[src/rtl/piso_serializer_pkg.sv]
// Shared types and helpers for the parallel-in/serial-out feeder and the
// serial-side blocks that consume its stream.
package piso_serializer_pkg;

  typedef enum logic {
    IDLE  = 1'b0,
    SHIFT = 1'b1
  } state_e;

  // Width of a words-minus-one length field for a given maximum depth.
  function automatic int len_width(input int depth);
    return $clog2(depth);
  endfunction

  // Bit offset of word idx inside a packed bus of width-bit words.
  function automatic int word_lsb(input int idx, input int width);
    return idx * width;
  endfunction

  localparam int DEFAULT_DATA_WIDTH  = 8;
  localparam int DEFAULT_SHIFT_DEPTH = 16;
  localparam int DEFAULT_LW          = len_width(DEFAULT_SHIFT_DEPTH);

endpackage

[src/rtl/piso_serializer.sv]
// Parallel-in/serial-out feeder: accepts one vector of up to SHIFT_DEPTH words
// per handshake and emits it word 0 first on a valid/ready stream. A one-entry
// pending buffer lets back-to-back vectors stream without a bubble.
module piso_serializer
  import piso_serializer_pkg::*;
#(
  parameter  int DATA_WIDTH  = DEFAULT_DATA_WIDTH,
  parameter  int SHIFT_DEPTH = DEFAULT_SHIFT_DEPTH,
  localparam int LW          = len_width(SHIFT_DEPTH),
  localparam int VW          = DATA_WIDTH * SHIFT_DEPTH
) (
  input  logic                  clk,
  input  logic                  rst_n,
  input  logic                  load_valid,
  output logic                  load_ready,
  input  logic [VW-1:0]         load_data,
  input  logic [LW-1:0]         load_len,
  output logic [DATA_WIDTH-1:0] serial_out,
  output logic                  serial_valid,
  input  logic                  serial_ready,
  output logic                  serial_last,
  output logic                  busy
);

  state_e          state;
  logic [VW-1:0]   act_data;
  logic [LW-1:0]   act_cnt;
  logic [VW-1:0]   pend_data;
  logic [LW-1:0]   pend_cnt;
  logic            pend_v;

  logic            ser_fire;
  logic            last_fire;
  logic            load_fire;

  // Outputs decode straight from registers; load_ready never sees serial_ready.
  assign load_ready   = !pend_v;
  assign serial_valid = (state == SHIFT);
  assign serial_out   = act_data[word_lsb(0, DATA_WIDTH) +: DATA_WIDTH];
  assign serial_last  = serial_valid && (act_cnt == '0);
  assign busy         = (state == SHIFT) || pend_v;

  assign ser_fire  = serial_valid && serial_ready;
  assign last_fire = ser_fire && (act_cnt == '0);
  assign load_fire = load_valid && load_ready;

  // Active/pending vector registers and the IDLE/SHIFT state machine.
  always_ff @(posedge clk or negedge rst_n) begin
    if (!rst_n) begin
      // NOTE: the data registers are reset too, so serial_out reads 0 in reset
      // and nothing from an interrupted vector can leak out after release.
      state     <= IDLE;
      act_data  <= '0;
      act_cnt   <= '0;
      pend_data <= '0;
      pend_cnt  <= '0;
      pend_v    <= 1'b0;
    end else begin
      // NOTE: non-blocking assignments, so every branch below sees the
      // pre-edge values of state, count and pend_v.
      case (state)
        IDLE: begin
          if (load_fire) begin
            act_data <= load_data;
            act_cnt  <= load_len;
            state    <= SHIFT;
          end
        end

        SHIFT: begin
          if (last_fire) begin
            if (pend_v) begin
              // Pending vector takes over with no idle cycle in between.
              act_data <= pend_data;
              act_cnt  <= pend_cnt;
              pend_v   <= 1'b0;
            end else if (load_fire) begin
              act_data <= load_data;
              act_cnt  <= load_len;
            end else begin
              state <= IDLE;
            end
          end else begin
            if (ser_fire) begin
              act_data <= {{DATA_WIDTH{1'b0}}, act_data[VW-1:DATA_WIDTH]};
              act_cnt  <= act_cnt - LW'(1);
            end
            if (load_fire) begin
              pend_data <= load_data;
              pend_cnt  <= load_len;
              pend_v    <= 1'b1;
            end
          end
        end

        default: state <= IDLE;
      endcase
    end
  end

endmodule

[config.mk]
export PLATFORM = sky130hd
export DESIGN_NAME = piso_serializer
export DESIGN_NICKNAME = d
export VERILOG_FILES = /design/src/rtl/piso_serializer_pkg.sv /design/src/rtl/piso_serializer.sv
export SDC_FILE = /design/constraint.sdc
export NUM_CORES = 1
export LEC_CHECK = 0
export BUFFER_PORTS_ARGS = -buffer_cell sky130_fd_sc_hd__clkbuf_2
export CAP_MARGIN = 5
export CELL_PAD_IN_SITES_DETAIL_PLACEMENT = 1
export CELL_PAD_IN_SITES_GLOBAL_PLACEMENT = 2
export CORE_AREA = 2 2 182 273
export DETAILED_ROUTE_END_ITERATION = 8
export DIE_AREA = 0 0 184 275
export GPL_ROUTABILITY_DRIVEN = 1
export GPL_TIMING_DRIVEN = 0
export HOLD_SLACK_MARGIN = 0.05
export PLACE_DENSITY = 0.62
export SYNTH_ARGS = -nofsm -noshare
export SYNTH_HDL_FRONTEND = slang
export SYNTH_SLANG_ARGS = --single-unit
[constraint.sdc]
create_clock -name clk -period 3.7 [get_ports clk]
set_input_delay 0 -clock clk [delete_from_list [all_inputs] [get_ports clk]]
set_output_delay 0 -clock clk [all_outputs]
set_load 0.02 [all_outputs]
==> impl_metrics.yaml <==
global_route:
  grt_max_degree: 107
  vias_in_the_first_global_route: 11948
  globalRoute.totalOverflow: 0
  grt_antenna_before_repair: 1
  grt_pass1_wl_um: 74700
  grtUsageTotal_pct: 19.1
drt:
  dr_total_vias: 10992
  post_drt_via_cell_ratio: 5.26
  route.detailed.wl_per_inst_um: 23.0
  detail_route.first_pass.iterations: 5
  route.final.wire_length_um: 48100
  drt_first_iter_violations: 544
  post-route-drc-count: 0
  ant_nets: 0
synthesis:
  synth_seq_cells: 266
  post_synth_edffs: 0
  ys_seq_area_share_pct: 49.9
  mean_instance_size_in_the_synthesized_netlist_sq_um: 11.6
  synth-main-ff-cell: "dfrtp_1"
  ys_warn_count: 0
  synth_cells: 1147
  async_flop_share_pct: 100
  syn_nets: 1285
  synthesized_area_sq_mm: 0.0134
  synth_cell_type_count: 35
setup_path:
  criticalPathCategory: "reg -> reg"
  cells_on_worst_reg2reg_path: 8
  crit_slowest_cell: "o31ai_4"
  critical_path.endpoint_type: "flip-flop"
  crit_path_max_incr_delay_ns: 0.57
  path_cells: "inv_1 > ha_1 > or3b_1 > buf_2 > o31ai_4 > buf_2 > buf_2 > a221o_1"
  worst_ep_arrival_time_ns: 3.38
  timing.critical_path.from_type: "flip-flop"
  crit_path_frequent_cell: "buf_2"
  critical_path.max_fanout: 10
  cp.required_ns: 4.21
cells_and_area:
  final_cell_area_sq_mm: 0.0172
  drive_above_1_share_pct: 25.1
  num-nets-final: 1601
  area_delta_synth_final_pct: 28.9
place:
  globalplace.congestion: 0.743
  placement.cell_area_sq_mm: 0.0149
  port_buffers: 147
  place_hpwl_um: 33500
  post-place-ws_ns: 0.793
clock_tree:
  cts_sinks: 266
  h-tree-depth: 1
  clk_pin_slew_worst_paths_ns: 0.06
  num_cts_buffers: 30
  max-clock-path-buffers: 3
  cts_tree: "built"
  clock_latency_ns: 0.58
  ctsRootBufferMaster: "clkbuf_16"
  ctsResizeCount: 0
timing:
  fin_worst_skew_ns: 0.0169
  timing.final.setup_violations: 0
  rsz0062_at_grt: "no"
  fmaxAchievable_mhz: 348
  number_of_hold_slack_violations_in_the_final_timing_report: 0
  post-route-worst-setup-slack_ns: 0.829
  relSlewSlack_pct: 31.0
  finalCriticalPeriod_ns: 2.87
  worst_pin_slew_ns: 1.03
  timing.final.crit_share_pct: 77.6
  report.final.slew_viol_count: 0
  totalNegativeSetupSlack_ns: 0
run_status:
  status: "finished clean"
power_and_ir_drop:
  power.ir.vdd_worst_uv: 360
  cellPowerDensity_mw_per_mm2: 737
  leakage_nw: 7.35
min_path:
  worst_hold_path_type: "in -> async"
die:
  initial_core_utilization_pct: 27.6
  design.die.area_sq_mm: 0.0506
  die_height_um: 275
  cell_rows: 99
  chipWidth_um: 184
  core_area_sq_mm: 0.0483
  ioPinCount: 148
flow_run:
  maxCapViolations: 0
-- repair_timing --
item / 4_1_cts / 5_1_grt
endpoints found under the hold margin: 353 / 0
setup buffers: 0 / 0
hold buffers: 135 / 0
-- layer usage --
metal,track usage (%),up-vias,part of all wire [%]
met5,0,-,0
met4,5.41,0,2.4
met3,1.73,63,2.5
met2,34.8,173,52
met1,23.9,5733,43
li1,-,5023,-
-- cells in the final DEF (no fill, tap or decap), types with 2 or more instances in the layout --
master	Yosys	routed
dfrtp_1	266	266
clkbuf_2	0	146
dlygate4sd3_1	0	135
mux2_2	133	133
a221o_1	130	130
mux2i_1	123	123
nand4_1	103	103
nand3_1	98	98
clkbuf_1	88	96
inv_1	50	50
nand2_1	50	50
clkbuf_16	0	31
o32ai_1	23	23
buf_2	21	21
buf_6	12	12
buf_4	9	9
clkbuf_8	0	9
and4_1	8	8
buf_1	7	7
clkinv_2	0	5
or3b_1	2	2
nor2_1	2	2
and3b_1	2	2
a211oi_1	2	2
a21oi_1	2	2
ha_1	2	2
buf_16	0	2
-- metrics by stage --
| step | std cells | hold WS (ns) | power (mW) | utilization [%] |
|---|---|---|---|---|
| 6_report | 2091 | 0.0829 | 12.7 | 35.6 |
| 5_1_grt | 2091 | 0.151 | 13.5 | 35.6 |
| 4_1_cts | 2090 | 0.100 | 12.9 | 35.6 |
| 3_5_place_dp | 1902 | 0.149 | 9.71 | 30.9 |
| 3_3_place_gp | 1900 | 0.249 | 9.53 | 30.7 |
| 2_1_floorplan | 1147 | -0.296 | 8.13 | - |
-- report_power, final --
part | switching [mW] | internal [mW] | total [mW]
clock network | 1.29 | 1.68 | 2.97
registers | 0.784 | 4.20 | 4.98
logic | 2.42 | 2.31 | 4.73
total | 4.49 | 8.19 | 12.7
-- layout make-up --
| type | count | area, sq um |
|---|---|---|
| fillers | 5309 | 31100 |
| flip-flops and latches | 266 | 6660 |
| multi-input cells | 694 | 5840 |
| repair buffers | 284 | 2150 |
| clock buffers | 47 | 916 |
| well taps | 606 | 758 |
| plain buffers | 137 | 664 |
| inverters | 50 | 188 |
| clock inverters | 6 | 33.8 |
| diodes | 1 | 2.50 |
-- state kept, by name, indices dropped and copies added, names as in the netlist --
signal        count
pend_v            1
act_cnt           4
serial_valid      1
act_data        128
pend_data       128
pend_cnt          4
-- worst paths after layout --
kind | from | end | slack, ns
max in group asynchronous | rst_n | pend_data[87] | 2.51
setup / recovery | act_cnt[0] | act_data[66] | 0.83
setup reg to reg | act_cnt[0] | act_data[66] | 0.83
min in group clk | load_data[80] | act_data[80] | 0.21
hold / removal | rst_n | act_data[21] | 0.08
hold reg to reg | pend_data[126] | pend_data[126] | 0.50
-- cells in the mapped netlist, types with 2 or more instances --
| cell type | count | share of area (%) |
|---|---|---|
| mux2i_1 | 123 | 9.2 |
| buf_1 | 7 | 0.20 |
| a211oi_1 | 2 | 0.11 |
| buf_2 | 21 | 0.79 |
| mux2_2 | 133 | 11 |
| nor2_1 | 2 | 0.056 |
| and3b_1 | 2 | 0.13 |
| o32ai_1 | 23 | 1.5 |
| nand3_1 | 98 | 3.7 |
| inv_1 | 50 | 1.4 |
| a21oi_1 | 2 | 0.075 |
| nand4_1 | 103 | 4.8 |
| buf_6 | 12 | 1.0 |
| dfrtp_1 | 266 | 50 |
| a221o_1 | 130 | 9.7 |
| buf_4 | 9 | 0.51 |
| ha_1 | 2 | 0.19 |
| or3b_1 | 2 | 0.13 |
| clkbuf_1 | 88 | 2.5 |
| and4_1 | 8 | 0.52 |
| nand2_1 | 50 | 1.4 |
-- kinds of logic (layout without fill, tap and decap cells) --
kind of cell | after synthesis | in the layout | share of synthesized area (%)
simple gates | 272 | 272 | 11.1
flops | 266 | 266 | 49.9
mux | 256 | 256 | 20.4
buf+inv | 187 | 524 | 6.38
compound gates | 164 | 164 | 12.0
fa+ha+maj | 2 | 2 | 0.187
other cells | 0 | 1 | 0
-- worst max-delay path: cells and delay by family (launching register included) --
family                   cells  cell delay, ns
buffers and inverters        4            1.05
AO/OA/AOI/OAI                2            0.77
flip-flops                   1            0.43
AND/OR/NAND/NOR              1            0.35
adder cells (fa/ha/maj)      1            0.18
Note: power is estimated with default switching activity, not from simulation.
